$ cat config.mk
export PLATFORM = sky130hd
export DESIGN_NAME = parking_gate_controller
export DESIGN_NICKNAME = d
export VERILOG_FILES = /design/src/rtl/parking_gate_controller.sv
export SDC_FILE = /design/constraint.sdc
export NUM_CORES = 1
export LEC_CHECK = 0
export ABC_CLOCK_PERIOD_IN_PS = 2000
export BUFFER_PORTS_ARGS = -buffer_cell sky130_fd_sc_hd__buf_4
export CORE_UTILIZATION = 52
export DETAILED_ROUTE_END_ITERATION = 16
export HOLD_SLACK_MARGIN = 0.05
export PLACE_DENSITY = 0.76
export SETUP_SLACK_MARGIN = 0.2
export SLEW_MARGIN = 20
export SYNTH_ARGS = -nofsm -noshare
export SYNTH_HDL_FRONTEND = slang
export SYNTH_SLANG_ARGS = --single-unit
export TNS_END_PERCENT = 30
$ cat constraint.sdc
create_clock -name clk -period 2 [get_ports clk]
set_input_delay 0.2 -clock clk [delete_from_list [all_inputs] [get_ports clk]]
set_output_delay 0.2 -clock clk [all_outputs]
set_load 0.02 [all_outputs]
$ cat src/rtl/parking_gate_controller.sv
// Entry/exit barrier controller feeding the parking occupancy counter with serialised car events.
// Optional GATE_STATS_EN adds saturating denied/timeout statistics counters.
`timescale 1ns/1ps

module parking_gate_controller #(
    parameter int unsigned GATE_TIMEOUT = 16,
    parameter int unsigned TMO_W        = 5
) (
    input  logic        clk,
    input  logic        rst,
    input  logic        entry_request,
    input  logic        entry_is_uni,
    input  logic        entry_passed,
    input  logic        exit_request,
    input  logic        exit_is_uni,
    input  logic        exit_passed,
    input  logic        uni_is_vacated_space,
    input  logic        is_vacated_space,
    output logic        entry_gate_open,
    output logic        exit_gate_open,
    output logic        entry_denied,
    output logic        car_entered,
    output logic        is_uni_car_entered,
    output logic        car_exited,
    output logic        is_uni_car_exited
`ifdef GATE_STATS_EN
    ,
    output logic [15:0] denied_count,
    output logic [15:0] timeout_count
`endif
);

    typedef enum logic [1:0] {E_IDLE, E_CHECK, E_OPEN, E_REPORT} entry_state_t;
    typedef enum logic [1:0] {X_IDLE, X_OPEN, X_REPORT} exit_state_t;

    localparam logic [TMO_W-1:0] TMO_LAST = TMO_W'(GATE_TIMEOUT - 1);
    localparam logic [TMO_W-1:0] TMO_MAX  = {TMO_W{1'b1}};

    entry_state_t     entry_state, entry_next;
    exit_state_t      exit_state, exit_next;
    logic             entry_uni, exit_uni;
    logic [TMO_W-1:0] entry_tmr, exit_tmr;
    logic             entry_space;
    logic             entry_timeout, exit_timeout;

    assign entry_space   = entry_uni ? uni_is_vacated_space : is_vacated_space;
    // A pass on the final open cycle still wins over the timeout.
    assign entry_timeout = (entry_state == E_OPEN) && !entry_passed && (entry_tmr == TMO_LAST);
    assign exit_timeout  = (exit_state == X_OPEN) && !exit_passed && (exit_tmr == TMO_LAST);

    // State register, pool latches and open timers.
    always_ff @(posedge clk) begin
        if (rst) begin
            entry_state <= E_IDLE;
            exit_state  <= X_IDLE;
            entry_uni   <= 1'b0;
            exit_uni    <= 1'b0;
            entry_tmr   <= '0;
            exit_tmr    <= '0;
        end else begin
            entry_state <= entry_next;
            exit_state  <= exit_next;
            if (entry_state == E_IDLE && entry_request) entry_uni <= entry_is_uni;
            if (exit_state == X_IDLE && exit_request)   exit_uni  <= exit_is_uni;

            if (entry_state != E_OPEN && entry_next == E_OPEN)
                entry_tmr <= '0;
            else if (entry_state == E_OPEN && entry_tmr != TMO_MAX)
                entry_tmr <= entry_tmr + TMO_W'(1);

            if (exit_state != X_OPEN && exit_next == X_OPEN)
                exit_tmr <= '0;
            else if (exit_state == X_OPEN && exit_tmr != TMO_MAX)
                exit_tmr <= exit_tmr + TMO_W'(1);
        end
    end

    // Next-state logic for both barriers.
    always_comb begin
        entry_next = entry_state;
        exit_next  = exit_state;

        case (entry_state)
            E_IDLE:   if (entry_request) entry_next = E_CHECK;
            E_CHECK:  entry_next = entry_space ? E_OPEN : E_IDLE;
            E_OPEN: begin
                if (entry_passed)       entry_next = E_REPORT;
                else if (entry_timeout) entry_next = E_IDLE;
            end
            E_REPORT: entry_next = E_IDLE;
            default:  entry_next = E_IDLE;
        endcase

        case (exit_state)
            X_IDLE:   if (exit_request) exit_next = X_OPEN;
            X_OPEN: begin
                if (exit_passed)       exit_next = X_REPORT;
                else if (exit_timeout) exit_next = X_IDLE;
            end
            // Exit waits here while entry owns the event slot.
            X_REPORT: if (entry_state != E_REPORT) exit_next = X_IDLE;
            default:  exit_next = X_IDLE;
        endcase
    end

    // Output decode; entry wins the shared event slot.
    always_comb begin
        entry_gate_open    = 1'b0;
        exit_gate_open     = 1'b0;
        entry_denied       = 1'b0;
        car_entered        = 1'b0;
        is_uni_car_entered = 1'b0;
        car_exited         = 1'b0;
        is_uni_car_exited  = 1'b0;

        entry_gate_open = (entry_state == E_OPEN);
        exit_gate_open  = (exit_state == X_OPEN);
        if (!rst) begin
            entry_denied = (entry_state == E_CHECK) && !entry_space;
            if (entry_state == E_REPORT) begin
                car_entered        = 1'b1;
                is_uni_car_entered = entry_uni;
            end else if (exit_state == X_REPORT) begin
                car_exited        = 1'b1;
                is_uni_car_exited = exit_uni;
            end
        end
    end

`ifdef GATE_STATS_EN
    logic [16:0] tmo_sum;
    assign tmo_sum = {1'b0, timeout_count} + 17'(entry_timeout) + 17'(exit_timeout);

    // Saturating statistics counters.
    always_ff @(posedge clk) begin
        if (rst) begin
            denied_count  <= '0;
            timeout_count <= '0;
        end else begin
            if (entry_denied && denied_count != 16'hFFFF)
                denied_count <= denied_count + 16'(1);
            timeout_count <= tmo_sum[16] ? 16'hFFFF : tmo_sum[15:0];
        end
    end
`endif

endmodule

==> impl_metrics.ini, run 1 <==
[outcome]
status = finished, final reports clean

[critical_path]
setup.worst_path.start_class = flip-flop
reg2reg_slack_ns = 0.22
rr_startpoint = exit_tmr[0]
crit_buf_inv = 0
crit_fanout = 3
critPathKind = flip-flop to flip-flop
cp_top_family = simple AND/OR/NAND/NOR gates
r2r_cells = 6
cp_slowest_cell = or3b_4
worstReg2RegEnd = exit_tmr[3]
end_kind = flip-flop
critPathRequiredTime_ns = 2.21
worstPathArrival_ns = 1.99
max_stage_delay_ns = 0.38
cp_cell_sequence = ha_1 -> and3_4 -> ha_2 -> or3b_4 -> or3_4 -> a21oi_2

[clock_tree]
cts_htree_levels = 1
clock_path_buffers = 2
cts_buffers = 3
ctsHoldBuffers = 0
clkTransAtPathRegs_ns = 0.09
cts_tree = yes
clockRootBuffer = clkbuf_4
clk_latency_ns = 0.27
cts_num_sinks = 16

[hold_path]
hold_depth = 3
worstHoldStart = entry_is_uni
holdCritPathClass = input pin to flip-flop
hold_path_end = entry_uni

[timing]
period_share = 0.890
setup_violations = 0
setup_slack_ns = 0.219
tns_ns = 0
worst_pin_slew_ns = 0.348
clock.fmax_ghz = 0.562
rsz0062_at_grt = yes
hold_viol_final = 0
period_needed_ns = 1.78
maxSlewHeadroom = 0.765
drv_slew = 0
clock_skew_ns = 0.00140

[global_route]
grt_pass1_wl_mm = 2.74
busiest_layer = met2
met3_usage = 0.0348
grt_overflow_total = 0
use_met2 = 0.306
antenna_found_initial = 0
grt_max_degree = 12
grt_util_met1 = 0.280
grt_usage = 0.195
grt_pass1_vias = 615

[finish]
final_core_util = 0.720
final_nets = 129
layout-drive-gt1-share = 0.393
stdcell_count = 128
num_antenna_cells = 0
syn_to_final_growth_pct = 30.8
layout_commonest_cell = buf_4
fillCellCount = 121
most-common-layout-cells = buf_4 (20), dfxtp_1 (13), nor2_1 (10)

[floorplanning]
io_pins = 17
fp.dieW_um = 41.9
initial_core_util = 0.551
design.die.area_um2 = 1760
die_h_um = 41.9
rows = 14
core_area_um2 = 1510

[placed_design]
place.gp.congestion = 0.730
portBuffers = 16
dp_cells = 120
pre_cts_ws_ns = 0.0829
dp_hpwl_mm = 1.13

[synthesis]
synth_nets = 107
yosysWarningCount = 0
synth_cells = 91
synth_top_area_frac = 0.386
syn_area_um2 = 830
yosysTopAreaCell = dfxtp_1
ys_seq_area_frac = 0.386
synth.avg_cell_area_um2 = 9.12
synth.distinct_cells = 28
synth_area_leaders = dfxtp_1 (39%), ha_1 (9.0%), mux2i_1 (4.8%)
ys_ff_latch = 16

[route]
drtIter0Drc = 21
drt_pre_antenna_iters = 5
postRouteAntennaNets = 0
dr_total_vias = 708
drc = 0
wirelength_mm = 1.56
wl_per_cell_um = 12.2
viasPerCell = 5.53

[power]
power-per-cell-area_nw_per_um2 = 591
p_leak_nw = 0.425
peakVddDrop_mv = 0.467

[flow_run]
cap_violations = 0
## power breakdown
| group | internal (mW) | leakage, nW | switching, mW |
|---|---|---|---|
| Sequential | 0.331 | 0.132 | 0.0174 |
| Combinational | 0.0493 | 0.272 | 0.0393 |
| Clock | 0.110 | 0.0210 | 0.0937 |
## area by class of cell
type / instances / area [µm²] / area share
multi-input cells: 68 / 539 / 0.497
flip-flops and latches: 16 / 324 / 0.299
repair buffers: 20 / 150 / 0.138
clock buffers: 4 / 36.3 / 0.0334
well taps: 16 / 20.0 / 0.0185
inverters: 4 / 15.0 / 0.0138
## cells by family (layout without fill, tap and decap cells)
logic type	count (synthesis)	after routing	share of synthesized area
compound gates	12	12	0.0829
xor+xnor	4	4	0.0422
fa+ha+maj	6	6	0.0905
buf+inv	7	28	0.0362
flops	16	16	0.386
mux	5	5	0.0618
simple gates	41	41	0.300
## what timing repair did
| action | 4_1_cts | 5_1_grt |
|---|---|---|
| buffers inserted | 3 | 1 |
| pin swaps | 2 | 3 |
| setup endpoints to repair | 2 | 4 |
| resized for setup | 9 | 7 |
## worst register-to-register path: cells and delay by family (launching register included)
kind	cells	cell delay, ns
adders and majority gates	2	0.37
DFF	1	0.33
and+or+nand+nor	3	0.91
AOI/OAI and AO/OA	1	0.11
## cells in the mapped netlist
| cell | count |
|---|---|
| nand4b_1 | 1 |
| dfxtp_1 | 16 |
| nand2_1 | 6 |
| nor3b_2 | 2 |
| mux2_2 | 1 |
| a31o_2 | 1 |
| buf_4 | 1 |
| and2_1 | 2 |
| o21ai_0 | 3 |
| nor2_1 | 10 |
| nor4b_1 | 1 |
| nand3_1 | 3 |
| nor3_1 | 2 |
| and4bb_2 | 1 |
| clkbuf_1 | 2 |
| and3_1 | 2 |
| or3b_1 | 2 |
| nor4bb_1 | 2 |
| ha_1 | 6 |
| nor3b_1 | 2 |
| or2_2 | 1 |
| a21oi_1 | 6 |
| nor2b_1 | 2 |
| mux2i_1 | 4 |
| inv_1 | 4 |
| a211oi_1 | 2 |
| xnor2_1 | 4 |
| or3_1 | 2 |
## metal layers
layer	vias up	share of wire
li1	359	-
met1	325	0.46
met2	22	0.46
met3	2	0.067
met4	0	0.0083
met5	-	0
## state kept, by name, indices dropped and copies added, names as in the netlist
signal       cells
exit_state       2
exit_uni         1
entry_tmr        5
entry_state      2
entry_uni        1
exit_tmr         5
## how the worst max path moves through the flow
stage                  from      endpoint  cells after the start
3_5_place_dp    exit_tmr[0]   exit_tmr[3]                      6
4_1_cts        entry_tmr[0]  entry_tmr[3]                      6
2_1_floorplan   exit_tmr[0]   exit_tmr[3]                      6
3_3_place_gp   entry_tmr[0]  entry_tmr[3]                      6
5_1_grt           entry_uni  entry_denied                      3
6_report        exit_tmr[0]   exit_tmr[3]                      6
## metrics by stage
| step | area [µm²] | hold WS [ns] | total power [mW] |
|---|---|---|---|
| after floorplan | 830 | 0.340 | 0.406 |
| after global placement | 955 | 0.436 | 0.433 |
| after detailed placement | 955 | 0.447 | 0.436 |
| after CTS | 1050 | 0.147 | 0.652 |
| after global routing | 1080 | 0.164 | 0.676 |
| final | 1080 | 0.157 | 0.642 |
Note: power is estimated with default switching activity, not from simulation.
==> run 2, diff against run 1 <==
ABC_AREA = 1   (was not set)
==> run 2 against run 1 <==
  * Clock skew rose by 0.0047 ns
  * Flip-flop and latch count did not move
  * Wire length grew 3.3%
  * Maximum frequency up 14%
  * Sequential power decreased by 2%
  * Sequential share of layout area is 0.75 points higher
  * Via count up 9.6%
  * Total power up 1.6%
  * Largest power group unchanged
  * Synthesized area up 5.3%
  * Non-clock buffer count shrank 4
  * First-iteration DRC count decreased by 38%
  * Highest routed layer unchanged
==> impl_metrics.ini, run 2 <==
[power]
switching_power_mw = 0.173
p_clk_frac = 0.335
p_int_mw = 0.479
power-per-cell-area_nw_per_um2 = 623
p_sw_frac = 0.265
p_comb_frac = 0.141
peakVddDrop_mv = 0.448
seqPwrFrac = 0.525
p_leak_nw = 0.467

[clock_tree]
ctsHoldBuffers = 0
postCtsSetupBuffers = 0
cts_buffers = 3
clockRootBuffer = clkbuf_4
clock_path_buffers = 2
cts-resized-gates = 0
cts_num_sinks = 16
clkTransAtPathRegs_ns = 0.10
cts_tree = yes
cts_htree_levels = 1
clk_latency_ns = 0.29

[outcome]
status = finished, final reports clean

[synthesis]
async_reset_ff_frac = 0
yosysTopAreaCell = dfxtp_1
synth.avg_cell_area_um2 = 6.99
ys_ff_latch = 16
synth_cells = 125
synthFlopType = dfxtp_1
synth.distinct_cells = 19
yosysMostFrequentCell = nand2_1
syn_area_um2 = 873
synth_edf_count = 0
ys_seq_area_frac = 0.367
yosysWarningCount = 0
synth_top_area_frac = 0.367
synth_area_leaders = dfxtp_1 (37%), nand2_1 (15%), ha_1 (8.6%)
netlist_top_cells_count = nand2_1 (35), inv_1 (17), dfxtp_1 (16), a21oi_1 (13), nor2_1 (12)
synth_nets = 141

[critical_path]
worstPathArrival_ns = 1.77
crit_fanout = 4
cp_cell_sequence = ha_1 -> nand2_1 -> nor2_1 -> ha_1 -> inv_1 -> nand2_4 -> xor2_1 -> nor2_2
critPathRequiredTime_ns = 2.20
max_stage_delay_ns = 0.38
r2r_cells = 8
cp_slowest_cell = dfxtp_1
cp_top_family = adder cells
rr_startpoint = entry_tmr[0]
worstReg2RegEnd = entry_tmr[0]
crit_path_frequent_cell = ha_1
critPathKind = flip-flop to flip-flop
end_kind = flip-flop
setup.worst_path.start_class = flip-flop
reg2reg_slack_ns = 0.43
crit_buf_inv = 1

[finish]
most-common-layout-cells = nand2_1 (35), inv_1 (17), dfxtp_1 (16), buf_4 (16), a21oi_1 (13)
stdcell_count = 160
reg_top3 = entry_tmr (5), exit_tmr (5)
layout-drive-gt1-share = 0.215
final_core_util = 0.679
final_nets = 161
num_antenna_cells = 0
fillCellCount = 139
multi_input_area_um2 = 474
layout_commonest_cell = nand2_1
syn_to_final_growth_pct = 19.8
seqCellArea_um2 = 320
stdcell_area_um2 = 1050

[timing]
clock.fmax_ghz = 0.638
period_needed_ns = 1.57
worst_pin_slew_ns = 0.264
period_share = 0.783
tns_ns = 0
drv_slew = 0
setup_violations = 0
rsz0062_at_grt = no
maxSlewHeadroom = 0.823
clock_skew_ns = 0.00610
hold_viol_final = 0
worst_hold_slack_ns = 0.133

[floorplanning]
core_area_um2 = 1540
io_pins = 17
design.die.area_um2 = 1850
initial_core_util = 0.567
die_h_um = 43.0
fp.dieW_um = 43.0
rows = 14

[global_route]
grt_util_met1 = 0.246
grt_overflow_total = 0
met3_usage = 0.0340
grt_max_degree = 12
grt_pass1_wl_mm = 2.75
grt_pass1_vias = 704
grt_usage = 0.199
antenna_found_initial = 0
busiest_layer = met2
use_met2 = 0.315

[placed_design]
portBuffers = 16
placed_area_um2 = 1010
dp_cells = 156
dp_hpwl_mm = 1.23
place.gp.congestion = 0.842

[route]
drtIter0Drc = 13
dr_total_vias = 776
viasPerCell = 4.85
drt_pre_antenna_iters = 4
wl_per_cell_um = 10.1
drc = 0
postRouteAntennaNets = 0
wirelength_mm = 1.61

[hold_path]
hold_depth = 3
holdCritPathClass = input pin to flip-flop
hold_path_end = exit_uni
worstHoldStart = exit_is_uni

[flow_run]
cap_violations = 0
run 2: cell count changes after synthesis, sizes merged, moves of 3 or more:
cell / change
a21oi: +7
inv: +16
mux2i: -4
nand2: +31
nor2: +8
nor3b: -3
xnor2: -4
run 2: layout make-up:
cell class	instances	area share
multi-input combinational	88	0.453
sequential	16	0.306
timing repair buffer	16	0.115
inverter	20	0.0718
clock buffer	4	0.0347
tap	16	0.0191
run 2: worst max-delay path by stage:
stage	startpoint	end	slack [ns]	cells past startpoint
detailed placement	entry_tmr[0]	entry_tmr[0]	0.46	8
global placement	entry_tmr[0]	entry_tmr[0]	0.58	8
global route	entry_tmr[0]	entry_tmr[0]	0.29	8
floorplan	entry_state[0]	entry_denied	0.61	2
finish	entry_tmr[0]	entry_tmr[0]	0.43	8
CTS	entry_tmr[0]	entry_tmr[0]	0.42	8
run 2: kinds of logic after synthesis:
group                    after synthesis  synth area share
AND/OR/NAND/NOR                       64             0.345
buffers and inverters                 21            0.0903
AO/OA/AOI/OAI                         16            0.0917
flip-flops                            16             0.367
adder cells (fa/ha/maj)                6            0.0860
XOR/XNOR                               2            0.0201
run 2: per-layer routing:
layer,vias up,part of all wire
li1,428,-
met1,325,0.47
met2,19,0.45
met3,4,0.058
met4,0,0.017
met5,-,0
run 2: through the flow:
stage | power, mW | setup WS, ns
after floorplan | 0.409 | 0.610
after global placement | 0.439 | 0.576
after detailed placement | 0.441 | 0.460
after CTS | 0.662 | 0.424
after global routing | 0.685 | 0.285
final | 0.652 | 0.434
run 2: worst reg2reg max path, cell delays in order, from the launching register on:
cell and delay, ns:
dfxtp_1 0.38, ha_1 0.20, nand2_1 0.07, nor2_1 0.14
ha_1 0.25, inv_1 0.10, nand2_4 0.09, xor2_1 0.19
nor2_2 0.04
run 2: power by group through the flow:
stage / Clock (mW) / Combinational (mW) / Sequential [mW]
detailed placement: 0 / 0.0915 / 0.349
finish: 0.218 / 0.0916 / 0.342
CTS: 0.228 / 0.0923 / 0.342
floorplan: 0 / 0.0614 / 0.347
global route: 0.237 / 0.103 / 0.344
global placement: 0 / 0.0903 / 0.349
==> run 3, diff against run 2 <==
ABC_CLOCK_PERIOD_IN_PS = 1300   (was 2000)
CORE_UTILIZATION = 47   (was 52)
PLACE_DENSITY = 0.72   (was 0.76)
clock period = 1.3 ns   (was 2 ns; I/O delays follow)
==> run 3 against run 2 <==
  * The flow now finishes with violations (negative setup slack)
  * Sequential power grew 56%
  * Maximum frequency grew 17%
  * Core utilization increased by 9.0 points
  * Critical path type unchanged
  * Critical endpoint unchanged
==> impl_metrics.ini, run 3 (synthesis results as in run 2) <==
[clock_tree]
ctsHoldBuffers = 0
clkTransAtPathRegs_ns = 0.10
cts_buffers = 3
clock_path_buffers = 2
clockRootBuffer = clkbuf_4
cts_htree_levels = 1
cts_num_sinks = 16
clk_latency_ns = 0.30
cts_tree = yes

[route]
dr_wl_met3_um = 109
met2_length_mm = 1.06
top_layer = met4
drt_pre_antenna_iters = 4
dr_total_vias = 875
drc = 0
postRouteAntennaNets = 0
viasPerCell = 4.89
wirelength_mm = 2.11
wl_met1_um = 885
wl_per_cell_um = 11.8
drtIter0Drc = 13

[outcome]
violations = negative setup slack
status = finished with violations

[flow_run]
cap_violations = 0

[hold_path]
holdCritPathClass = input pin to flip-flop
hold_depth = 3
hold_path_end = exit_uni
worstHoldStart = exit_is_uni

[timing]
maxSlewHeadroom = 0.859
period_needed_ns = 1.33
hold_viol_final = 0
setup_violations = 3
clock_skew_ns = 0.00278
tns_ns = -0.0507
clock.fmax_ghz = 0.749
period_share = 1.03
setup_slack_ns = -0.0344
drv_slew = 0
rsz0062_at_grt = yes
worst_pin_slew_ns = 0.211

[floorplanning]
die_h_um = 45.1
rows = 15
io_pins = 17
fp.dieW_um = 45.1
core_area_um2 = 1730
design.die.area_um2 = 2030
initial_core_util = 0.506

[finish]
final_core_util = 0.769
most-common-layout-cells = nand2_1 (29), buf_4 (23), inv_1 (12)
num_antenna_cells = 0
layout-drive-gt1-share = 0.506
fillCellCount = 127
layout_commonest_cell = nand2_1
stdcell_count = 179
syn_to_final_growth_pct = 52.0
final_nets = 171
seqCellArea_um2 = 339
multi_input_area_um2 = 637
reg_top3 = entry_tmr (5), exit_tmr (5)

[placed_design]
portBuffers = 16
dp_cells = 170
pre_cts_ws_ns = -0.0383
place.gp.congestion = 0.797
dp_hpwl_mm = 1.28

[critical_path]
crit_fanout = 4
r2r_cells = 8
worstPathArrival_ns = 1.53
cp_top_family = flip-flops
crit_cells = 8
crit_buf_inv = 1
worstReg2RegEnd = entry_tmr[0]
reg2reg_slack_ns = -0.03
critPathKind = flip-flop to flip-flop
cp_cell_sequence = ha_4 -> nand2_4 -> nor2_4 -> ha_4 -> inv_2 -> nand2_4 -> xor2_2 -> nor2_2
critPathRequiredTime_ns = 1.50
setup.worst_path.start_class = flip-flop
cp_slowest_cell = dfxtp_2
max_stage_delay_ns = 0.36
rr_startpoint = entry_tmr[1]
end_kind = flip-flop

[power]
p_leak_nw = 0.565
p_clk_frac = 0.327
seqPwrFrac = 0.501
switching_power_mw = 0.304
p_sw_frac = 0.286
power-per-cell-area_nw_per_um2 = 800
p_comb_frac = 0.172
p_int_mw = 0.758
peakVddDrop_mv = 0.538

[global_route]
grt_usage = 0.201
grt_pass1_vias = 715
grt_pass1_wl_mm = 2.90
grt_overflow_total = 0
antenna_found_initial = 0
grt_max_degree = 12
-- run 3: power by group through the flow --
stage	clock [mW]	combinational [mW]	sequential, mW
2_1_floorplan	0	0.101	0.538
3_3_place_gp	0	0.149	0.540
3_5_place_dp	0	0.152	0.540
4_1_cts	0.345	0.172	0.530
5_1_grt	0.369	0.198	0.536
6_report	0.347	0.183	0.532
-- run 3: metal layers --
metal,vias to the layer above,global-route usage
met4,0,0.127
met1,397,0.243
li1,446,-
met2,27,0.325
met5,-,0
met3,5,0.0400
-- run 3: worst max-delay path by stage --
stage / startpoint / endpoint
3_5_place_dp: exit_tmr[0] / exit_tmr[4]
4_1_cts: entry_tmr[1] / entry_tmr[0]
5_1_grt: entry_tmr[0] / entry_tmr[0]
2_1_floorplan: entry_tmr[1] / entry_tmr[0]
3_3_place_gp: exit_tmr[0] / exit_tmr[4]
6_report: entry_tmr[1] / entry_tmr[0]
-- run 3: worst min-delay path: cells and delay by family --
kind                   cells  cell delay (ns)
buffers and inverters      1             0.08
AND/OR/NAND/NOR            2             0.12
-- run 3: repair_timing --
item / in CTS / in global routing
buffers inserted: 4 / 1
endpoints found under the setup margin: 19 / 20
hold endpoints to repair: 0 / 0
pin swaps: 24 / 17
resized for setup: 20 / 18
-- run 3: layout make-up --
cell class                      count  area share
Timing Repair Buffer               26       0.156
Multi-Input combinational cell     88       0.480
Clock buffer                        4      0.0273
Inverter                           20      0.0584
Sequential cell                    16       0.255
Tap cell                           25      0.0236
-- run 3: metrics by stage --
stage | hold slack [ns] | instance area (µm²) | total power [mW]
CTS | 0.0673 | 1240 | 1.05
global route | 0.0766 | 1330 | 1.10
detailed placement | 0.377 | 1120 | 0.692
global placement | 0.362 | 1120 | 0.689
floorplan | 0.265 | 933 | 0.638
finish | 0.0568 | 1330 | 1.06
